$ cat config.mk
export PLATFORM = sky130hd
export DESIGN_NAME = alu_issue_stage
export DESIGN_NICKNAME = d
export VERILOG_FILES = /design/src/rtl/alu_issue_stage.sv
export SDC_FILE = /design/constraint.sdc
export NUM_CORES = 1
export LEC_CHECK = 0
export ABC_AREA = 1
export CAP_MARGIN = 10
export CORE_MARGIN = 4
export CORE_UTILIZATION = 51
export CTS_CLUSTER_SIZE = 30
export DETAILED_ROUTE_END_ITERATION = 8
export DONT_BUFFER_PORTS = 1
export GPL_ROUTABILITY_DRIVEN = 0
export PLACE_DENSITY = 0.67
export SYNTH_ARGS = -nofsm -noshare
export SYNTH_HDL_FRONTEND = slang
export SYNTH_SLANG_ARGS = --single-unit
export TNS_END_PERCENT = 5
$ cat constraint.sdc
create_clock -name clk -period 2.5 [get_ports clk]
set_input_delay 0.375 -clock clk [delete_from_list [all_inputs] [get_ports clk]]
set_output_delay 0.375 -clock clk [all_outputs]
set_load 0.01 [all_outputs]
$ cat src/rtl/alu_issue_stage.sv
// rtl/alu_issue_stage.sv - ALU issue stage: RV32 decode into operands, main/skid buffered handshake
module alu_issue_stage #(
    parameter int XLEN = 32
) (
    input  logic            clk,
    input  logic            rstN,
    input  logic            inFlush,
    input  logic            inValid,
    output logic            inReady,
    input  logic [6:0]      inOpcode,
    input  logic [2:0]      inFunct3,
    input  logic [6:0]      inFunct7,
    input  logic [XLEN-1:0] inRs1,
    input  logic [XLEN-1:0] inRs2,
    input  logic [XLEN-1:0] inImm,
    input  logic [XLEN-1:0] inPC,
    input  logic [4:0]      inRd,
    output logic            outValid,
    input  logic            outReady,
    output logic [XLEN-1:0] outALUa,
    output logic [XLEN-1:0] outALUb,
    output logic [3:0]      outALUSel,
    output logic [4:0]      outRd,
    output logic            outWe,
    output logic            outIllegal
);

    localparam logic [6:0] OPC_OP     = 7'b0110011;
    localparam logic [6:0] OPC_OPIMM  = 7'b0010011;
    localparam logic [6:0] OPC_LUI    = 7'b0110111;
    localparam logic [6:0] OPC_AUIPC  = 7'b0010111;
    localparam logic [6:0] OPC_LOAD   = 7'b0000011;
    localparam logic [6:0] OPC_STORE  = 7'b0100011;

    localparam logic [6:0] F7_BASE = 7'b0000000;
    localparam logic [6:0] F7_ALT  = 7'b0100000;
    localparam logic [6:0] F7_MUL  = 7'b0000001;

    localparam logic [3:0] SEL_ADD  = 4'd0;
    localparam logic [3:0] SEL_AND  = 4'd1;
    localparam logic [3:0] SEL_OR   = 4'd2;
    localparam logic [3:0] SEL_XOR  = 4'd3;
    localparam logic [3:0] SEL_SRL  = 4'd4;
    localparam logic [3:0] SEL_SRA  = 4'd5;
    localparam logic [3:0] SEL_SLL  = 4'd6;
    localparam logic [3:0] SEL_SLT  = 4'd7;
    localparam logic [3:0] SEL_MULL = 4'd10;
    localparam logic [3:0] SEL_MULH = 4'd11;
    localparam logic [3:0] SEL_SUB  = 4'd12;
    localparam logic [3:0] SEL_PASSB = 4'd13;

    typedef struct packed {
        logic [XLEN-1:0] a;
        logic [XLEN-1:0] b;
        logic [3:0]      sel;
        logic [4:0]      rd;
        logic            we;
        logic            illegal;
    } payload_t;

    payload_t dec;
    payload_t main_q;
    payload_t skid_q;
    logic     main_valid;
    logic     skid_valid;
    logic     legal;
    logic     xfer_in;
    logic     xfer_out;

    // Shared funct3 map for the base OP and OP-IMM groups
    function automatic logic [3:0] base_sel(input logic [2:0] f3);
        case (f3)
            3'b000:  base_sel = SEL_ADD;
            3'b001:  base_sel = SEL_SLL;
            3'b010:  base_sel = SEL_SLT;
            3'b011:  base_sel = SEL_SLT;
            3'b100:  base_sel = SEL_XOR;
            3'b101:  base_sel = SEL_SRL;
            3'b110:  base_sel = SEL_OR;
            default: base_sel = SEL_AND;
        endcase
    endfunction

    always_comb begin
        dec    = '0;
        dec.rd = inRd;
        legal  = 1'b1;
        case (inOpcode)
            OPC_OP: begin
                dec.a  = inRs1;
                dec.b  = inRs2;
                dec.we = 1'b1;
                case (inFunct7)
                    F7_BASE: dec.sel = base_sel(inFunct3);
                    F7_ALT: begin
                        if (inFunct3 == 3'b000)      dec.sel = SEL_SUB;
                        else if (inFunct3 == 3'b101) dec.sel = SEL_SRA;
                        else                         legal = 1'b0;
                    end
                    F7_MUL: begin
                        if (inFunct3 == 3'b000)      dec.sel = SEL_MULL;
                        else if (inFunct3 == 3'b011) dec.sel = SEL_MULH;
                        else                         legal = 1'b0;
                    end
                    default: legal = 1'b0;
                endcase
            end
            OPC_OPIMM: begin
                dec.a   = inRs1;
                dec.b   = inImm;
                dec.we  = 1'b1;
                dec.sel = base_sel(inFunct3);
                if (inFunct3 == 3'b001 && inFunct7 != F7_BASE) legal = 1'b0;
                if (inFunct3 == 3'b101) begin
                    if (inFunct7 == F7_ALT)       dec.sel = SEL_SRA;
                    else if (inFunct7 != F7_BASE) legal = 1'b0;
                end
            end
            OPC_LUI: begin
                dec.b   = inImm;
                dec.sel = SEL_PASSB;
                dec.we  = 1'b1;
            end
            OPC_AUIPC: begin
                dec.a  = inPC;
                dec.b  = inImm;
                dec.we = 1'b1;
            end
            OPC_LOAD, OPC_STORE: begin
                dec.a  = inRs1;
                dec.b  = inImm;
                dec.we = (inOpcode == OPC_LOAD);
            end
            default: legal = 1'b0;
        endcase
        // Illegal payloads still flow through the pipe, just with neutral operands
        if (!legal) begin
            dec.a       = '0;
            dec.b       = '0;
            dec.sel     = SEL_ADD;
            dec.we      = 1'b0;
            dec.illegal = 1'b1;
        end
    end

    assign inReady  = !skid_valid;
    assign xfer_in  = inValid && inReady;
    assign xfer_out = main_valid && outReady;

    always_ff @(posedge clk) begin
        if (!rstN || inFlush) begin
            main_valid <= 1'b0;
            skid_valid <= 1'b0;
            main_q     <= '0;
            skid_q     <= '0;
        end else if (!main_valid || xfer_out) begin
            // Skid always drains first so ordering is preserved
            if (skid_valid) begin
                main_q     <= skid_q;
                main_valid <= 1'b1;
                skid_valid <= 1'b0;
            end else if (xfer_in) begin
                main_q     <= dec;
                main_valid <= 1'b1;
            end else begin
                main_valid <= 1'b0;
            end
        end else if (xfer_in) begin
            skid_q     <= dec;
            skid_valid <= 1'b1;
        end
    end

    assign outValid   = main_valid;
    assign outALUa    = main_q.a;
    assign outALUb    = main_q.b;
    assign outALUSel  = main_q.sel;
    assign outRd      = main_q.rd;
    assign outWe      = main_q.we;
    assign outIllegal = main_q.illegal;

endmodule

==> summary.txt, run 1 <==
Synth
  – Dominant cell type by area after synthesis: dfxtp_1
  – Post-Syn Instances: 1216
  – Mean cell area of the mapped netlist: 6.19 um2
  – Count of distinct cell types in the synthesized netlist: 23
  – Number of nets produced by synthesis: 1371
  – Commonest register cell after synthesis: dfxtp_1
  – Top cells by area, synth: dfxtp_1 (40%), nand2_1 (23%), a21oi_1 (9.7%)
  – Total of warnings raised by yosys: 0
  – Share of synthesized area occupied by flip-flops and latches: 40.4%
  – Share of the synthesized area in the top cell type: 40.4%
  – Post-synthesis register bit count: 152
  – Mapped Area: 7530 um2
  – Share of flip-flops with an asynchronous set or reset: 0%
  – Number of synthesized flops with an enable pin: 0

Floorplan
  – Num rows: 44
  – Starting density of the core: 52.0%
  – Die area: 16800 um2
  – Die Span X: 130 um
  – I/O Pins: 232
  – Core box area: 14500 um2
  – Height of the chip: 130 um

Routing
  – Wire per inst: 15.0 um
  – Wirelength, routed: 20400 um
  – Final antenna-violating net count: 0
  – Count of unresolved DRC violations after routing: 0
  – Number of DRC markers after the initial detailed-route iteration: 445
  – Vias per cell: 5.35
  – Via count: 7281
  – Drt first pass iters: 5

Clocking
  – Inserted Clock Buffers: 17
  – TritonCTS clock tree: built
  – CTS Hold Buffers Added: 0
  – Setup fix buffers added after clock tree synthesis: 0
  – Sinks on Clock Net: 152
  – Clock latency on the worst-skew pair: 0.41 ns
  – Number of gates resized after cts: 0
  – Maximum buffer depth of the clock tree: 2
  – CTS clk-pin slew, worst paths: 0.06 ns
  – Root Buffer: clkbuf_16
  – H-tree lvl count: 4

Global routing
  – Combined global-route utilization of all metal layers: 23.6%
  – Global route overflow: 0
  – Via count of the first global-routing pass: 6483
  – Wire length of the first global-routing pass: 32000 um
  – Met3 Resource Use GR: 7.30%
  – Met1 demand-to-capacity share in global routing: 30.7%
  – Met2 global-route usage: 38.5%
  – Largest net degree at the start of global routing: 145
  – Most used routing layer: met2
  – Number of antenna violations at the first check in global routing: 0

Cells and area
  – Fraction of layout instances using a drive strength above 1: 5.95%
  – Most common cell after layout, fill and taps aside: nand2_1
  – Signed area change from the synthesized netlist to the final layout: 8.92%
  – Diodes inserted: 0
  – Finished Core Util: 56.6%
  – Most used cells in the layout excluding fill and tap cells: nand2_1 (462), nor2_1 (162), dfxtp_1 (152)
  – Total Nets Final: 1321

Placement
  – Setup Slack @ Placement: 0.552 ns
  – Number of input and output port buffers inserted: 0
  – Detail Placement HPWL: 13400 um

STA
  – Tightest slew margin relative to the limit: 52.1%
  – Final number of max-transition violations: 0
  – Final period util: 76.2%
  – Crit path setup slack, layout: 0.594 ns
  – Clock Skew: 0.00531 ns
  – F_max: 525 MHz
  – Final setup violation count: 0
  – Count of endpoints failing hold in the final timing report: 0
  – RSZ-0062 raised after global routing: no
  – Post-layout min period: 1.91 ns
  – Setup TNS after final layout: 0 ns
  – Slew at the pin with the worst max-slew slack: 0.718 ns

Worst setup path
  – Worst Setup End Kind: flip-flop
  – Critical path capture point: skid_q[18]$_SDFFE_PP0P_
  – Setup crit start kind: flip-flop
  – Worst EP required: 2.79 ns
  – Endpoint of the lowest-slack register-to-register path: skid_q[18]$_SDFFE_PP0P_
  – Data arrival, critical path: 2.20 ns
  – Critical path class: flip-flop to flip-flop
  – Launching element of the worst setup path: skid_valid$_SDFFE_PP0P_
  – Beginning of the worst register-to-register path: skid_valid$_SDFFE_PP0P_
  – Largest driver fanout on the critical path: 34
  – Internal reg-to-reg setup slack: 0.59 ns
  – R2R cell count: 6

Power
  – P_sw: 1.19 mW
  – Static leakage: 3.83 nW
  – Cell internal pwr: 4.05 mW
  – Share of power burned in combinational logic: 5.6%
  – Clock power frac: 47.5%
  – Seq pwr share: 46.9%
  – Power density cells: 638 nW/um2
  – Maximum ir drop on the vdd rail: 0.464 mV
  – Final total power: 5.23 mW
  – Proportion of total power due to net switching: 22.7%

Run
  – Max_cap viols: 0

Worst hold path
  – Hold crit path type: input port to flip-flop
  – HP Start: inRd[0]

Outcome
  – Result of the run: finished, final reports clean
==> Yosys cell counts (2+ instances only) <==
master	count
nand2_1	462
nor2_1	164
dfxtp_1	152
a21oi_1	146
o21ai_0	81
nand3_1	74
clkbuf_1	57
buf_2	23
inv_1	20
inv_2	7
a31oi_1	6
nand2_2	6
buf_1	5
nor2_2	3
nand4_1	2
==> final cells by class <==
type                    instances  area, um2
fillers                      1478       6280
multi-input cells             948       4010
flip-flops and latches        152       3040
clock buffers                  20        467
repair buffers                 19        243
well taps                     184        230
inverters                      28        111
clock inverters                10        103
==> critical path, cell delays in order, from the launching register on <==
cell and delay, ns:
dfxtp_1 0.55, inv_4 0.06, nand3_1 0.13, clkinv_2 0.41, buf_4 0.39, o21ai_0 0.18, a21oi_1 0.06
==> layer usage <==
metal / up-vias / wire [um]
met5: - / 0
met4: 0 / 193
met3: 15 / 1670
met2: 226 / 9340
met1: 3255 / 9210
li1: 3785 / -
==> cells by family (layout without fill, tap and decap cells) <==
| family | after synthesis | in the layout | share of synthesized area, % |
|---|---|---|---|
| AND/OR/NAND/NOR | 712 | 712 | 37.2 |
| buffers and inverters | 116 | 77 | 6.53 |
| flip-flops | 152 | 152 | 40.4 |
| AO/OA/AOI/OAI | 236 | 236 | 15.9 |
==> how the worst min path moves through the flow <==
stage,endpoint,slack [ns],cells past startpoint
floorplan,skid_q[2]$_SDFFE_PP0P_,0.45,2
global placement,skid_q[6]$_SDFFE_PP0P_,0.45,2
detailed placement,skid_q[2]$_SDFFE_PP0P_,0.45,2
CTS,skid_q[2]$_SDFFE_PP0P_,0.09,2
global route,skid_q[5]$_SDFFE_PP0P_,0.1,2
finish,skid_q[2]$_SDFFE_PP0P_,0.10,2
==> per-stage QoR <==
| step | instances | hold slack (ns) | area [um2] |
|---|---|---|---|
| 2_1_floorplan | 1216 | 0.445 | 7530 |
| 5_1_grt | 1361 | 0.0991 | 8200 |
| 3_3_place_gp | 1331 | 0.452 | 7630 |
| 6_report | 1361 | 0.103 | 8200 |
| 3_5_place_dp | 1331 | 0.453 | 7630 |
| 4_1_cts | 1361 | 0.0885 | 8200 |
==> registers in the layout, summed over array words and instances (netlist names) <==
signal / count
outALUSel: 4
outWe: 1
outALUa: 32
outValid: 1
outIllegal: 1
skid_valid: 1
skid_q: 75
outALUb: 32
outRd: 5
==> power by group through the flow <==
| stage | combinational [mW] | sequential (mW) | clock, mW |
|---|---|---|---|
| 2_1_floorplan | 0.221 | 2.51 | 0 |
| 3_3_place_gp | 0.295 | 2.51 | 0 |
| 3_5_place_dp | 0.294 | 2.51 | 0 |
| 4_1_cts | 0.295 | 2.46 | 2.53 |
| 5_1_grt | 0.334 | 2.46 | 2.62 |
| 6_report | 0.294 | 2.46 | 2.48 |
Power figures use the tool's default switching activity.
==> inputs of run 2 (changes only) <==
--- a/config.mk
+++ b/config.mk
@@ -13,7 +13,7 @@
 export DETAILED_ROUTE_END_ITERATION = 8
 export DONT_BUFFER_PORTS = 1
 export GPL_ROUTABILITY_DRIVEN = 0
-export PLACE_DENSITY = 0.67
+export PLACE_DENSITY = 0.7
 export SYNTH_ARGS = -nofsm -noshare
 export SYNTH_HDL_FRONTEND = slang
 export SYNTH_SLANG_ARGS = --single-unit
==> constraint.sdc (replaced) <==
create_clock -name clk -period 1.55 [get_ports clk]
set_input_delay 0.2325 -clock clk [delete_from_list [all_inputs] [get_ports clk]]
set_output_delay 0.2325 -clock clk [all_outputs]
set_load 0.01 [all_outputs]
==> run 2 against run 1 <==
Effect of this change: clock-buffer cell count increased by 4; routed wire length rose by 1.2%; register-to-register slack lost 0.42 ns; non-clock buffer count grew 41; utilization is 3.8 points higher; flip-flop and latch count unchanged; critical endpoint is now skid_q[70]$_SDFFE_PP0P_; largest cell class unchanged; highest routed layer unchanged.
==> summary.txt, run 2 (synthesis results as in run 1) <==
Floorplan
  – Die area: 16800 um2 (unchanged)
  – Height of the chip: 130 um (unchanged)
  – Num rows: 44 (unchanged)
  – I/O Pins: 232 (unchanged)
  – Die Span X: 130 um (unchanged)
  – Starting density of the core: 52.0% (unchanged)
  – Core box area: 14500 um2 (unchanged)

Global routing
  – Global route overflow: 0 (unchanged)
  – Combined global-route utilization of all metal layers: 24.3% (+0.70 points)
  – Wire length of the first global-routing pass: 33100 um (+3.3%)
  – Largest net degree at the start of global routing: 55 (-62%)
  – Number of antenna violations at the first check in global routing: 0 (unchanged)
  – Via count of the first global-routing pass: 6820 (+5.2%)

Routing
  – Wire per inst: 14.7 um (-1.8%)
  – Count of unresolved DRC violations after routing: 0 (unchanged)
  – Via count: 7452 (+2.3%)
  – Final antenna-violating net count: 0 (unchanged)
  – Drt first pass iters: 5 (unchanged)
  – Wirelength, routed: 20700 um (+1.2%)
  – Vias per cell: 5.31 (-0.72%)
  – Number of DRC markers after the initial detailed-route iteration: 489 (+9.9%)

Power
  – Cell internal pwr: 7.08 mW (+75%)
  – Share of power burned in combinational logic: 6.2% (+0.6 points)
  – Power density cells: 1030 nW/um2 (+62%)
  – Clock power frac: 50.1% (+2.6 points)
  – Proportion of total power due to net switching: 21.8% (-0.88 points)
  – Maximum ir drop on the vdd rail: 0.709 mV (+53%)
  – Seq pwr share: 43.7% (-3.2 points)
  – P_sw: 1.98 mW (+66%)
  – Static leakage: 4.10 nW (+7.1%)
  – Final total power: 9.05 mW (+73%)

Clocking
  – Maximum buffer depth of the clock tree: 2 (unchanged)
  – H-tree lvl count: 4 (unchanged)
  – Root Buffer: clkbuf_16
  – Sinks on Clock Net: 152 (unchanged)
  – TritonCTS clock tree: built
  – Inserted Clock Buffers: 17 (unchanged)
  – Clock latency on the worst-skew pair: 0.41 ns (about the same)
  – CTS clk-pin slew, worst paths: 0.06 ns (about the same)

Cells and area
  – FILL cells: 1370 (-7.3%)
  – Sequential Area: 3040 um2 (unchanged)
  – Finished Core Util: 60.5% (+3.8 points)
  – Diodes inserted: 0 (unchanged)
  – Area used by multi-input combinational logic: 4020 um2 (+0.25%)
  – Fraction of layout instances using a drive strength above 1: 8.86% (+2.9 points)
  – Number of flip-flops under the largest register name: 75 (unchanged)
  – Most used cells in the layout excluding fill and tap cells: nand2_1 (462), nor2_1 (160), dfxtp_1 (152)
  – Biggest register: skid_q
  – Most common cell after layout, fill and taps aside: nand2_1
  – Total Nets Final: 1362 (+3.1%)
  – Cell area after layout: 8760 um2 (+6.8%)
  – Signed area change from the synthesized netlist to the final layout: 16.3%

Worst setup path
  – Worst EP required: 1.89 ns (-0.90 ns)
  – Worst Setup End Kind: flip-flop
  – Largest driver fanout on the critical path: 18 (-47%)
  – Data arrival, critical path: 1.71 ns (-0.49 ns)
  – Setup crit start kind: flip-flop
  – Critical path class: flip-flop to flip-flop

Placement
  – Number of input and output port buffers inserted: 0 (unchanged)
  – Detail Placement HPWL: 14300 um (+6.7%)
  – Instance area at placement: 8000 um2 (+4.9%)

STA
  – Tightest slew margin relative to the limit: 77.4% (+25 points)
  – Final number of max-transition violations: 0 (unchanged)
  – Post-layout min period: 1.37 ns (-0.532 ns)
  – Final setup violation count: 0 (unchanged)
  – Slew at the pin with the worst max-slew slack: 0.338 ns (-0.380 ns)
  – Worst hold margin: 0.0311 ns (-0.0723 ns)
  – Count of endpoints failing hold in the final timing report: 0 (unchanged)
  – F_max: 728 MHz (+39%)
  – Setup TNS after final layout: 0 ns (unchanged)
  – Final period util: 88.6% (+12 points)
  – Clock Skew: 0.00539 ns (+0.0000853 ns)
  – RSZ-0062 raised after global routing: no

Outcome
  – Result of the run: finished, final reports clean

Worst hold path
  – Hold crit path type: input port to flip-flop

Run
  – Max_cap viols: 0 (unchanged)
-- run 2: cell types whose count changed in the layout (fill, tap and decap cells not counted), moves of 2 or more --
| cell | delta |
|---|---|
| buf_12 | +11 |
| buf_4 | +24 |
| bufinv_16 | +2 |
| clkbuf_8 | +3 |
| clkinv_2 | -6 |
| dlygate4sd3_1 | +6 |
| nor2_1 | -2 |
| nor2_2 | +2 |
-- run 2: timing repair --
| item | CTS | global route |
|---|---|---|
| buffers inserted | 0 | 4 |
| endpoints found under the hold margin | 11 | 0 |
| endpoints found under the setup margin | 0 | 83 |
| hold buffers | 6 | 0 |
| resized for setup | 0 | 4 |
-- run 2: area by class of cell --
cell class | instances | share of cell area [%]
Clock buffer | 24 | 5.84
Clock inverter | 7 | 1.57
Inverter | 28 | 1.31
Multi-Input combinational cell | 948 | 45.9
Sequential cell | 152 | 34.8
Tap cell | 184 | 2.63
Timing Repair Buffer | 60 | 8.03
-- run 2: routing by layer --
metal | global-route usage [%] | routed length [um] | vias up
li1 | - | - | 3871
met1 | 30.4 | 9050 | 3325
met2 | 40.5 | 9590 | 228
met3 | 6.47 | 1700 | 28
met4 | 8.31 | 319 | 0
met5 | 0 | 0 | -
-- run 2: critical path, stage by stage (launching register included) --
cell      delay, ns
dfxtp_1        0.33
inv_1          0.05
nor2_2         0.16
nand3_2        0.13
clkinv_4       0.14
buf_4          0.23
o21ai_0        0.12
a21oi_1        0.14
-- run 2: path summary, 6_finish.rpt --
path                                             start                 endpoint  slack [ns]  cells after the start
worst max register to register   outValid$_SDFFE_PP0N_  skid_q[70]$_SDFFE_PP0P_        0.18                      7
worst min register to register  skid_q[2]$_SDFFE_PP0P_   skid_q[2]$_SDFFE_PP0P_        0.46                      2
worst min-delay path                          outReady  skid_valid$_SDFFE_PP0P_        0.03                      3
worst max-delay path             outValid$_SDFFE_PP0N_  skid_q[70]$_SDFFE_PP0P_        0.18                      7
-- run 2: through the flow --
stage,setup WS [ns],instances
global placement,-0.0383,1362
CTS,0.0486,1399
finish,0.177,1403
floorplan,0.0624,1216
detailed placement,-0.0776,1362
global route,0.0120,1403
-- run 2: power groups by stage --
stage	Sequential [mW]	Clock (mW)	Combinational, mW
6_report	3.96	4.53	0.559
3_5_place_dp	4.05	0	0.539
4_1_cts	3.96	4.58	0.555
5_1_grt	3.96	4.74	0.631
2_1_floorplan	4.04	0	0.356
3_3_place_gp	4.04	0	0.536
==> inputs of run 3 (changes only) <==
--- a/config.mk
+++ b/config.mk
@@ -14,6 +14,7 @@
 export DONT_BUFFER_PORTS = 1
 export GPL_ROUTABILITY_DRIVEN = 0
 export PLACE_DENSITY = 0.7
+export SLEW_MARGIN = 20
 export SYNTH_ARGS = -nofsm -noshare
 export SYNTH_HDL_FRONTEND = slang
 export SYNTH_SLANG_ARGS = --single-unit
==> results of run 3 <==
Final layout, timing and power as in run 2 (identical DEF).
